[src/rtl/vq_sched_pkg.sv]
// Shared types and default sizes for the vending order queue scheduler.
package vq_sched_pkg;
  localparam int DEPTH_DEF = 10;
  localparam int DW_DEF    = 8;

  typedef enum logic [1:0] {
    RD_IDLE,
    RD_ISSUE,
    RD_WAIT,
    RD_PRESENT
  } rd_state_e;

  typedef enum logic {
    TURN_WR,
    TURN_RD
  } turn_e;
endpackage

[src/rtl/vend_queue_sched_if.sv]
// Station, FIFO and dispenser signals of the scheduler; master is the scheduler side.
interface vend_queue_sched_if
  import vq_sched_pkg::*;
#(
  parameter int NREQ = 4,
  parameter int DW   = DW_DEF,
  parameter int CW   = 4
);
  logic [NREQ-1:0]    req;
  logic [NREQ*DW-1:0] req_data;
  logic [NREQ-1:0]    gnt;
  logic               fifo_wr;
  logic [DW-1:0]      fifo_din;
  logic               fifo_rd;
  logic [DW-1:0]      fifo_dout;
  logic               disp_valid;
  logic [DW-1:0]      disp_data;
  logic               disp_ready;
  logic [CW-1:0]      count;

  modport master (
    input  req, req_data, fifo_dout, disp_ready,
    output gnt, fifo_wr, fifo_din, fifo_rd, disp_valid, disp_data, count
  );

  modport slave (
    output req, req_data, fifo_dout, disp_ready,
    input  gnt, fifo_wr, fifo_din, fifo_rd, disp_valid, disp_data, count
  );
endinterface

[src/rtl/vend_queue_sched_rr_arbiter.sv]
// Combinational round-robin pick: first requester at or after i_ptr, wrapping at NREQ.
module rr_arbiter #(
  parameter  int NREQ = 4,
  localparam int PW   = (NREQ > 1) ? $clog2(NREQ) : 1
) (
  input  logic [NREQ-1:0] i_req,
  input  logic [PW-1:0]   i_ptr,
  output logic [NREQ-1:0] o_gnt,
  output logic            o_vld
);
  logic [PW:0]   w_sum;
  logic [PW-1:0] w_idx;

  always_comb begin
    o_gnt = '0;
    o_vld = 1'b0;
    w_sum = '0;
    w_idx = '0;
    for (int k = 0; k < NREQ; k++) begin
      w_sum = {1'b0, i_ptr} + (PW+1)'(k);
      if (w_sum >= (PW+1)'(NREQ)) w_sum = w_sum - (PW+1)'(NREQ);
      w_idx = w_sum[PW-1:0];
      if (!o_vld && i_req[w_idx]) begin
        o_gnt[w_idx] = 1'b1;
        o_vld        = 1'b1;
      end
    end
  end
endmodule

[src/rtl/vend_queue_sched.sv]
// Round-robin station scheduler and read sequencer for the vending order FIFO.
// Optional VQ_SCHED_WATERMARK_EN throttles station writes at HI_WM entries.
module vend_queue_sched
  import vq_sched_pkg::*;
#(
  parameter int NREQ  = 4,
  parameter int DW    = DW_DEF,
  parameter int DEPTH = DEPTH_DEF,
  parameter int HI_WM = 8
) (
  input logic                clk,
  input logic                rst,
  vend_queue_sched_if.master bus
);
  localparam int PW = (NREQ > 1) ? $clog2(NREQ) : 1;
  localparam int CW = $clog2(DEPTH + 1);
`ifdef VQ_SCHED_WATERMARK_EN
  localparam int WR_LIMIT = (HI_WM < DEPTH) ? HI_WM : DEPTH;
`else
  localparam int WR_LIMIT = DEPTH;
`endif

  if (HI_WM < 1 || HI_WM > DEPTH) begin : g_bad_wm
    $error("vend_queue_sched: HI_WM must lie in 1..DEPTH");
  end

  logic [NREQ-1:0] r_gnt, w_req_m, w_arb_gnt;
  logic            w_arb_vld;
  logic [PW-1:0]   r_ptr, w_gnt_idx, w_ptr_nxt;
  logic [DW-1:0]   r_fifo_din, w_sel_dat, r_disp_data;
  logic            r_fifo_wr;
  logic [CW-1:0]   r_count;
  turn_e           r_turn;
  rd_state_e       r_state, w_state_nxt;
  logic            w_wr_cand, w_rd_cand, w_wr_win, w_rd_win;
  logic            w_fifo_rd, w_disp_valid;

  // A station is still holding req during its own gnt cycle, so mask it out.
  assign w_req_m = bus.req & ~r_gnt;

  rr_arbiter #(.NREQ(NREQ)) u_arb (
    .i_req (w_req_m),
    .i_ptr (r_ptr),
    .o_gnt (w_arb_gnt),
    .o_vld (w_arb_vld)
  );

  always_comb begin
    w_gnt_idx = '0;
    w_sel_dat = '0;
    for (int i = 0; i < NREQ; i++) begin
      if (w_arb_gnt[i]) begin
        w_gnt_idx = PW'(i);
        w_sel_dat = bus.req_data[i*DW +: DW];
      end
    end
  end

  assign w_ptr_nxt = (w_gnt_idx == PW'(NREQ - 1)) ? '0 : w_gnt_idx + 1'b1;
  assign w_wr_cand = w_arb_vld && (r_count < CW'(WR_LIMIT));
  assign w_rd_cand = (r_state == RD_IDLE) && (r_count != '0);
  assign w_wr_win  = w_wr_cand && (!w_rd_cand || r_turn == TURN_WR);
  assign w_rd_win  = w_rd_cand && (!w_wr_cand || r_turn == TURN_RD);

  // count moves on the decision edge so the next decision already sees it.
  always_ff @(posedge clk or posedge rst) begin
    if (rst) begin
      r_gnt      <= '0;
      r_fifo_wr  <= 1'b0;
      r_fifo_din <= '0;
      r_ptr      <= '0;
      r_count    <= '0;
      r_turn     <= TURN_WR;
    end else begin
      r_gnt     <= w_wr_win ? w_arb_gnt : '0;
      r_fifo_wr <= w_wr_win;
      if (w_wr_win) begin
        r_fifo_din <= w_sel_dat;
        r_ptr      <= w_ptr_nxt;
      end
      if (w_wr_win)      r_count <= r_count + 1'b1;
      else if (w_rd_win) r_count <= r_count - 1'b1;
      if (w_wr_cand && w_rd_cand) r_turn <= (r_turn == TURN_WR) ? TURN_RD : TURN_WR;
    end
  end

  always_ff @(posedge clk or posedge rst) begin
    if (rst) r_state <= RD_IDLE;
    else     r_state <= w_state_nxt;
  end

  always_comb begin
    w_state_nxt = r_state;
    case (r_state)
      RD_IDLE:    if (w_rd_win) w_state_nxt = RD_ISSUE;
      RD_ISSUE:   w_state_nxt = RD_WAIT;
      RD_WAIT:    w_state_nxt = RD_PRESENT;
      RD_PRESENT: if (bus.disp_ready) w_state_nxt = RD_IDLE;
      default:    w_state_nxt = RD_IDLE;
    endcase
  end

  always_comb begin
    w_fifo_rd    = (r_state == RD_ISSUE);
    w_disp_valid = (r_state == RD_PRESENT);
  end

  // FIFO presents its read word in the cycle after fifo_rd.
  always_ff @(posedge clk or posedge rst) begin
    if (rst)                    r_disp_data <= '0;
    else if (r_state == RD_WAIT) r_disp_data <= bus.fifo_dout;
  end

  assign bus.gnt        = r_gnt;
  assign bus.fifo_wr    = r_fifo_wr;
  assign bus.fifo_din   = r_fifo_din;
  assign bus.fifo_rd    = w_fifo_rd;
  assign bus.disp_valid = w_disp_valid;
  assign bus.disp_data  = r_disp_data;
  assign bus.count      = r_count;

  a_count_le_depth: assert property (@(posedge clk) disable iff (rst) r_count <= CW'(DEPTH));
endmodule
[src/flat_wrapper.sv]
// flat-port wrapper written by rule: the top's interface ports become plain ports
module vend_queue_sched_flat import vq_sched_pkg::*;
#(
  parameter int NREQ  = 4,
  parameter int DW    = DW_DEF,
  parameter int DEPTH = DEPTH_DEF,
  parameter int HI_WM = 8
)
  (clk, rst, bus_req, bus_req_data, bus_fifo_dout, bus_disp_ready, bus_gnt, bus_fifo_wr, bus_fifo_din, bus_fifo_rd, bus_disp_valid, bus_disp_data, bus_count);
  vend_queue_sched_if #(.NREQ(NREQ), .DW(DW)) bus_i ();
  input logic clk;
  input logic rst;
  input wire logic [$bits(bus_i.req)-1:0] bus_req;
  input wire logic [$bits(bus_i.req_data)-1:0] bus_req_data;
  input wire logic [$bits(bus_i.fifo_dout)-1:0] bus_fifo_dout;
  input wire logic [$bits(bus_i.disp_ready)-1:0] bus_disp_ready;
  output wire logic [$bits(bus_i.gnt)-1:0] bus_gnt;
  output wire logic [$bits(bus_i.fifo_wr)-1:0] bus_fifo_wr;
  output wire logic [$bits(bus_i.fifo_din)-1:0] bus_fifo_din;
  output wire logic [$bits(bus_i.fifo_rd)-1:0] bus_fifo_rd;
  output wire logic [$bits(bus_i.disp_valid)-1:0] bus_disp_valid;
  output wire logic [$bits(bus_i.disp_data)-1:0] bus_disp_data;
  output wire logic [$bits(bus_i.count)-1:0] bus_count;
  assign bus_i.req = bus_req;
  assign bus_i.req_data = bus_req_data;
  assign bus_i.fifo_dout = bus_fifo_dout;
  assign bus_i.disp_ready = bus_disp_ready;
  assign bus_gnt = bus_i.gnt;
  assign bus_fifo_wr = bus_i.fifo_wr;
  assign bus_fifo_din = bus_i.fifo_din;
  assign bus_fifo_rd = bus_i.fifo_rd;
  assign bus_disp_valid = bus_i.disp_valid;
  assign bus_disp_data = bus_i.disp_data;
  assign bus_count = bus_i.count;
  vend_queue_sched #(.NREQ(NREQ), .DW(DW), .DEPTH(DEPTH), .HI_WM(HI_WM)) u_core (.clk(clk), .rst(rst), .bus(bus_i));
endmodule
[config.mk]
export PLATFORM = sky130hd
export DESIGN_NAME = vend_queue_sched_flat
export DESIGN_NICKNAME = d
export VERILOG_FILES = /design/src/rtl/vq_sched_pkg.sv /design/src/rtl/vend_queue_sched_if.sv /design/src/rtl/vend_queue_sched_rr_arbiter.sv /design/src/rtl/vend_queue_sched.sv /design/src/flat_wrapper.sv
export SDC_FILE = /design/constraint.sdc
export NUM_CORES = 1
export LEC_CHECK = 0
export ABC_CLOCK_PERIOD_IN_PS = 3000
export CAP_MARGIN = 40
export CORE_ASPECT_RATIO = 1.25
export CORE_MARGIN = 2
export CORE_UTILIZATION = 35
export DETAILED_ROUTE_END_ITERATION = 10
export PLACE_DENSITY = 0.69
export SYNTH_ARGS = -nofsm -noshare
export SYNTH_HDL_FRONTEND = slang
export SYNTH_SLANG_ARGS = --single-unit
[constraint.sdc]
create_clock -name clk -period 3 [get_ports clk]
set_clock_uncertainty 0.1 [all_clocks]
set_input_delay 0.3 -clock clk [delete_from_list [all_inputs] [get_ports clk]]
set_output_delay 0.3 -clock clk [all_outputs]
set_load 0.05 [all_outputs]
# == Word level (Yosys, flattened, before mapping) ==
# Cells that the tools add are included.
# W data, S select, Z words.
# classes
n_addsub,10
magnitude_cmp,13
n_eq_ne,6
muxes,43
bitwise_logic,6
reduce_logical,23
# ops
cell,count
$mux W8,4
$mux W4,7
$mux W2,9
$mux W1,14
$logic_and A1 B1 Y1,12
$lt A2 B3 Y1 const B,4
$or A4 B4 Y4,3
$ge A3 B3 Y1 const B,3
$bmux W1 S2,4
$demux W1 S2,4
$ge A2 B1 Y1 const B,4
$pmux W2 S4,1
$sub A2 B1 Y2 const B,4
$add A2 B2 Y3 const B,2
$eq A2 B2 Y1 const B,3
$logic_not A1 Y1,5
$add A4 B1 Y4 const B,1
$and A4 B4 Y4,1
$lt A4 B4 Y1 const B,1
$not A4 Y4,1
$reduce_bool A4 Y1,1
$sub A4 B1 Y4 const B,1
$add A2 B1 Y3 const B,1
$ge A2 B3 Y1 const B,1
other kinds (9),10
# totals
regBits,30
input_bits,47
out_inout_bits,27
wordCells,109

# == Depth between registers and ports, before layout ==
# depth
ltp_word,20
mapped_depth,11
mapped_depth_nobuf,10

# == Cells and area by module ==
# Synthesis repeated with hierarchy kept, for this count alone.
# hier_totals
hier_cells,227
hier_area_um2,2128.3
# by_module_without_submodules
mod,instances,cells_each,area_each_um2,seq_area_each_um2
vend_queue_sched,1,165,1620.3,750.7
rr_arbiter,1,62,508.0,0.0

# == Worst setup path after synthesis ==
# Ideal clock, no wire load.
# synth_timing
path_kind,register -> register
from,register u_core.r_ptr[0]
to,register u_core.r_fifo_din[0] (netlist: u_core.bus.fifo_din[0])
setup_time_ns,0.128
arrival_time_ns,2.658
t_required_ns,2.772
path_slack_ns,0.114
path_stages_with_launch,12
n_path_buf,1
period_less_slack_ns,2.886
cell_sequence,dfrtp_1 inv_2 ha_1 or4b_1 nor4_1 o21ai_0 o21ai_0 a211o_1 nor2b_1 buf_2 a221oi_1 o21ai_1
# synth_via
elab_chain_len,18
elab_cells_between_ends,66
cone_classes,add/sub: 7; order compare: 12; mux: 32; bitwise: 3; reduce/logical: 12
# synth_lines
item,line,text
from (decl),vend_queue_sched.sv:29,"logic [PW-1:0] r_ptr, w_gnt_idx, w_ptr_nxt;"
from (signal assigned),vend_queue_sched.sv:79,r_ptr <= w_ptr_nxt;
"parallel branches: the longest is 18 deep, another holds $add A2 B1 Y3",n/a,
to (signal assigned),vend_queue_sched.sv:78,r_fifo_din <= w_sel_dat;
to (decl),vend_queue_sched.sv:30,"logic [DW-1:0] r_fifo_din, w_sel_dat, r_disp_data;"
# Several ways; the timed one is not identified. The select of a mux whose other input is x is not followed.
# A chain may end at the register's enable or synchronous reset.

# == Worst setup path in the final report ==
# layout_timing
from,register u_core.r_ptr[0]
to,register u_core.r_fifo_din[5] (netlist: u_core.bus.fifo_din[5])
# Same word-level chain as after synthesis.

==> flow_metrics.tcl <==
set metrics [dict create \
    drt-wirelength-per-cell_um 15.0 \
    yosys.area_share.simple 0.182 \
    cp-start-kind "flop" \
    synth_top_family_by_area "compound AO/OA/AOI/OAI gates" \
    drtIter0Drc 90 \
    final_nets 352 \
    pre_cts_slack_ns -0.0419 \
    io_buffers 73 \
    critPathKind "reg -> reg" \
    power_density_nw_per_um2 1360 \
    synthMuxAreaShare 0.0776 \
    cts_tree "done" \
    cap_viol_max_count 0 \
    synth_top_area_frac 0.398 \
    ys_seq_elements 30 \
    cp_top_family "simple AND/OR/NAND/NOR gates" \
    htreeDepth 2 \
    fmax_mhz 347 \
    rr_startpoint "u_core.r_ptr[0]" \
    drc 0 \
    diodes 0 \
    clkSinkCount 30 \
    cp_cell_sequence "inv_2 -> ha_4 -> or4b_1 -> nor4_2 -> buf_4 -> o21ai_0 -> o21ai_0 -> a211o_1 -> nor2b_1 -> buf_4 -> a221oi_1 -> o21ai_1" \
    synthArstFlopShare 1.00 \
    dr.pass1.iters 4 \
    drtAntennaViolNets 0 \
    die_w_um 69.7 \
    synth_area_leader_cell "dfrtp_1" \
    wl_mm 5.29 \
    synth_ff_type "dfrtp_1" \
    min_path_type "in -> async" \
    fin_total_pwr_uw 4050 \
    outcome "complete, no violations" \
    yosys.area_share.xor_xnor 0.0186 \
    cts.clk_slew.worst_paths_ns 0.06 \
    vias 1864 \
    maxSlewViolCount 0 \
    place_congestion 0.841 \
    syn_area_per_cell_um2 9.72 \
    cts_inserted_buffers 5 \
    grt_overflow 0 \
    fin_crit_ns 2.88 \
    yosysSeqAreaShare 0.398 \
    dieArea_um2 5990 \
    cp-end-kind "flop" \
    relSlewSlack 0.654 \
    rr_worst_depth 12 \
    crit_fanout 9 \
    die_h_um 86.1 \
    r2r_slack_ns 0.12 \
    syn_area_um2 1890 \
    ios 74 \
    netlist_instances 194 \
    rsz0062_at_grt "yes" \
    ys_top_cells_by_area "dfrtp_1 40%, ha_1 9.3%, mux2_2 5.4%" \
    finalSetupViolCount 0 \
    rows 29 \
    fin_crit_sh 0.960 \
    ctsHoldBuffers 0 \
    yosys.cell_types.count 39 \
    peakVddDrop_mv 0.720 \
    syn2layout_area_growth_pct 57.9 \
    grt_max_degree 31 \
    r2r-end "u_core.bus.fifo_din[5]" \
    synth_nets 255 \
    layout-drive-gt1-share 0.203 \
    synth_compound_area_frac 0.197 \
    grt_pass1_vias 1827 \
    cts_root_buffer "clkbuf_8" \
    floorplan.initialDensity 0.366 \
    crit_arrival_ns 2.94 \
    clk_latency_ns 0.28 \
    cts_max_path_buffers 2 \
    dp_hpwl_mm 3.93 \
    synth_fa_ha_area_frac 0.0929 \
    vias_per_cell 5.28 \
    yosysWarnings 0 \
    worstPathRequired_ns 3.06 \
    hold_violations 0 \
    grt_pass1_wl_mm 8.63 \
    tightest_slew_ns 0.517 \
    synth-edff-count 0 \
    leakagePower_uw 0.00126 \
    antenna_found_initial 0 \
    coreArea_um2 5150 \
    grt_util_all_layers 0.179 \
    cp_num_buf_inv 3 \
    slowest_delay_ns 0.53 \
    worst_slack_ns 0.119 \
    slowest_stage "or4b_1" \
]
[synth_stat cells (3+ instances only)]
library cell and count:
dfrtp_1 30, o21ai_1 9, buf_2 3, or2_1 7, inv_1 6, ha_1 14
and3_1 3, nor2b_1 6, a21oi_1 5, o21ai_0 16, mux2_2 9, a221oi_1 9
a32oi_1 8, nor2_1 8, nor3_1 6, nand2_1 20, clkbuf_1 4, inv_2 3
[kinds of logic (layout without fill, tap and decap cells)]
family | after synthesis | count (layout)
muxes | 11 | 11
and+or+nand+nor | 63 | 63
AOI/OAI and AO/OA | 56 | 56
DFF | 30 | 30
buffers and inverters | 16 | 113
adders and majority gates | 14 | 14
xor gates and xnor gates | 4 | 4
[worst reg2reg max path, delay by kind of cell (launching register included)]
family                   cells  cell delay, ns
AO/OA/AOI/OAI                5            0.75
adder cells (fa/ha/maj)      1            0.22
AND/OR/NAND/NOR              3            0.89
flip-flops                   1            0.39
buffers and inverters        3            0.42
[final cells by class]
type,instances,area (µm²)
multi-input combinational,148,1130
fill,460,2170
sequential,30,751
tap,62,77.6
timing repair buffer,97,911
clock inverter,2,10.0
clock buffer,5,68.8
inverter,9,33.8
[metrics by stage]
step / cell area (µm²) / cells / hold WS (ns) / utilization / TNS (ns)
after detailed placement: 2840 / 345 / 0.394 / 0.551 / -0.120
final: 2980 / 353 / 0.288 / 0.578 / 0
after global placement: 2840 / 345 / 0.377 / 0.551 / 0
after CTS: 2920 / 352 / 0.309 / 0.566 / 0
after global routing: 2980 / 353 / 0.345 / 0.578 / -0.0870
after floorplan: 1890 / 194 / 0.291 / - / 0
[routing by layer]
metal | wire, µm | track usage | vias to the layer above
met5 | 0 | 0 | -
met4 | 95 | 0.0734 | 0
met2 | 2700 | 0.313 | 53
li1 | - | - | 903
met3 | 234 | 0.0294 | 8
met1 | 2260 | 0.220 | 900
[worst max-delay path by stage]
stage,depth (start not counted),slack [ns],from,endpoint
floorplan,11,0.11,u_core.r_ptr[0],u_core.bus.fifo_din[0]
global placement,11,0.01,bus_req[0],u_core.bus.fifo_din[1]
detailed placement,11,-0.04,bus_req[0],u_core.bus.fifo_din[5]
CTS,12,0.09,u_core.r_ptr[0],u_core.bus.fifo_din[7]
global route,12,-0.03,u_core.r_ptr[0],u_core.bus.fifo_din[5]
finish,12,0.12,u_core.r_ptr[0],u_core.bus.fifo_din[5]
[layout by cell type, fill, tap and decap left out, types with 6 or more instances in the layout]
master and instances:
buf_4 24, nor3_1 6, o21ai_1 10, dfrtp_1 30, mux2_2 9, a32oi_1 8
nor2b_1 6, nor2_1 8, ha_1 13, or2_1 7, clkdlybuf4s50_1 73, nand2_1 20
o21ai_0 15
[report_power, final]
part	leakage (µW)	total [µW]	internal, µW	switching, µW
registers	0.000364	766	624	142
logic	0.000850	2980	1240	1740
clock network	0.0000438	306	155	151
[state kept, by name (all words and copies together) (netlist names)]
signal / cells
u_core.bus.gnt: 4
u_core.bus.fifo_wr: 1
u_core.bus.fifo_din: 8
u_core.bus.count: 4
u_core.r_turn: 1
u_core.r_state: 2
u_core.r_ptr: 2
u_core.bus.disp_data: 8
[what timing repair did]
item | CTS | global route
setup endpoints to repair | 0 | 8
setup buffers | 0 | 1
gates resized for setup | 0 | 10
Note: power is estimated with default switching activity, not from simulation.
==> RTL edit, RTL diff (same flow settings) <==
Build with the macro `VQ_SCHED_WATERMARK_EN` defined.
--- a/src/rtl/vend_queue_sched.sv
+++ b/src/rtl/vend_queue_sched.sv
@@ -1,4 +1,6 @@
 // Round-robin station scheduler and read sequencer for the vending order FIFO.
 // Optional VQ_SCHED_WATERMARK_EN throttles station writes at HI_WM entries.
+`define VQ_SCHED_WATERMARK_EN
+
 module vend_queue_sched
   import vq_sched_pkg::*;
Behaviour: same outputs for any inputs over 10 cycles, from zero or initial values and one cycle with rst high; that may be too few to reach the edited logic, so the function may still have changed.
==> RTL edit against the original RTL <==
Sequential cell count did not move; synthesized cell count fell by 3.1%; final area fell by 3.6%; critical endpoint is now u_core.bus.fifo_din[2]; routed wire length fell by 5.7%; worst setup slack improved by 150 ps; highest routed layer unchanged; first-iteration DRC count rose by 19%; combinational power fell by 13%; sequential power fell by 0.8%; power fell by 7.2%; largest cell class unchanged; global-route usage fell by 0.13 points; count of clock-buffer cells in the layout rose by 1; critical path depth fell by 2; critical path type unchanged; area after synthesis rose by 1.7%; final cell count fell by 5.7%.
==> RTL edit: results (changes against the original RTL) <==
Run status:
- The run finished with clean final reports.

Detailed routing:
- The routed length on met2 is 2465 microns (-8.6%).
- The ratio of routed vias to standard cells is 5.285 (about the same).
- The DRC marker count from the first detailed-route iteration is 107 (+19%).
- The met3 wire length is 324 microns (+38%).

Synthesis:
- The adder-cell area share of the yosys netlist is 0.1083 (+0.01538).
- The net count after synthesis came to 251 (-1.6%).
- The distinct cell type count after synthesis was 42 (+7.7%).
- The portion of netlist area occupied by mux cells is 0.07632 (-0.001317).
- The xor-xnor portion of the synthesized cell area came to 0.01826 (-0.0003151).
- Ranked by total cell area, the synthesized netlist is headed by sky130_fd_sc_hd__dfrtp_1 39%, sky130_fd_sc_hd__ha_1 9.8%, sky130_fd_sc_hd__mux2_2 5.3%.
- The synthesized-area fraction occupied by ao, oa, aoi and oai cells is 0.1800 (-0.01704).
- The fraction of the yosys area taken by sequential cells is 0.3914 (-0.006753).
- The gate count of the mapped netlist is 188 (-3.1%).
- Sorting the synthesized cells by how often they occur yields 30 x sky130_fd_sc_hd__dfrtp_1, 22 x sky130_fd_sc_hd__nand2_1, 15 x sky130_fd_sc_hd__ha_1.

Finish:
- The clock tree cell share of total cell area is 0.03923 (+0.01276).
- The share of cell area taken by multi-input logic gates came to 0.3827 (+0.004586).
- The multi-input gate count was 145 (-2.0%).
- The number of clock buffer instances in the layout is 6 (+1).
- The proportion of layout cells with a drive suffix above 1 was 0.1190 (-0.08379).
- The layout sequential cell count was 30 (unchanged).
- The fraction of area in non-clock buffers is 0.2799 (-0.02602).
- The number of nets at the end of the flow is 332 (-5.7%).
- The register fraction of the total cell area is 0.2616 (+0.009452).
- The fill cell instance count of the final layout is 503 (+9.3%).

Critical path:
- The arrival time of data at the critical path endpoint is 2780 ps (-160 ps).
- The path depth of the worst reg2reg path is 10 (-2).
- The capturing point of the worst reg2reg path is u_core.bus.fifo_din[2].
- The worst reg-to-reg setup slack was 270 ps (+150 ps).

GRT:
- The first-pass GRT wire length is 8604 microns (-0.24%).
- The global-route track usage on met1 is 0.2232 (+0.003431).
- The global-route track usage on met3 is 0.03837 (+0.008995).
- The number of global-route vias before repair came to 1831 (+0.22%).
- The global-route total usage across every layer came to 0.1777 (-0.001292).

Placed design:
- The HPWL reported at the end of detailed placement is 3873 microns (-1.6%).
- The final weighted congestion of routability-driven global placement is 0.8667 (+3.1%).

Power and ir drop:
- The static leakage power is 1.174 nW (-6.6%).

STA:
- The tightest hold margin is 297.5 ps (+9.745 ps).
## RTL edit: stage by stage
step | instance area [sq um] | setup WS (ps)
final | 2870 | 271.0
after global routing | 2870 | 80.60
after floorplan | 1918 | 353.1
after detailed placement | 2758 | -19.53
after CTS | 2870 | 248.6
after global placement | 2758 | 35.36
## RTL edit: worst max-delay path by stage
stage | start | endpoint | slack [ps] | cells past startpoint
after floorplan | u_core.r_ptr[0] | u_core.bus.fifo_din[0] | 350 | 12
after global placement | bus_req[1] | u_core.bus.fifo_din[3] | 40 | 9
after detailed placement | bus_req[1] | u_core.bus.fifo_din[4] | -20 | 9
after CTS | u_core.r_ptr[0] | u_core.bus.fifo_din[4] | 250 | 10
after global routing | u_core.r_ptr[0] | u_core.bus.fifo_din[0] | 80 | 10
final | u_core.r_ptr[0] | u_core.bus.fifo_din[2] | 270 | 10
## RTL edit: worst max-delay path: stages, from the launching register on
cell and delay [ps]:
sky130_fd_sc_hd__dfrtp_1 380, sky130_fd_sc_hd__inv_4 70, sky130_fd_sc_hd__ha_1 400, sky130_fd_sc_hd__nand2_1 70, sky130_fd_sc_hd__or4_1 430, sky130_fd_sc_hd__a31oi_1 240, sky130_fd_sc_hd__nand2_1 80, sky130_fd_sc_hd__and3_1 230
sky130_fd_sc_hd__and3b_1 290, sky130_fd_sc_hd__a32oi_1 230, sky130_fd_sc_hd__o21ai_1 80
## RTL edit: cell families (layout without fill, tap and decap cells)
kind of cell,Yosys count,after routing
fa+ha+maj,16,16
buf+inv,13,94
mux,11,11
simple gates,67,67
compound gates,47,47
flops,30,30
xor+xnor,4,4
## RTL edit: power by group
part / internal, mW / leakage, nW / switching (mW)
clock: 0.265 / 0.0573 / 0.148
combinational: 1.04 / 0.747 / 1.54
sequential: 0.615 / 0.370 / 0.146
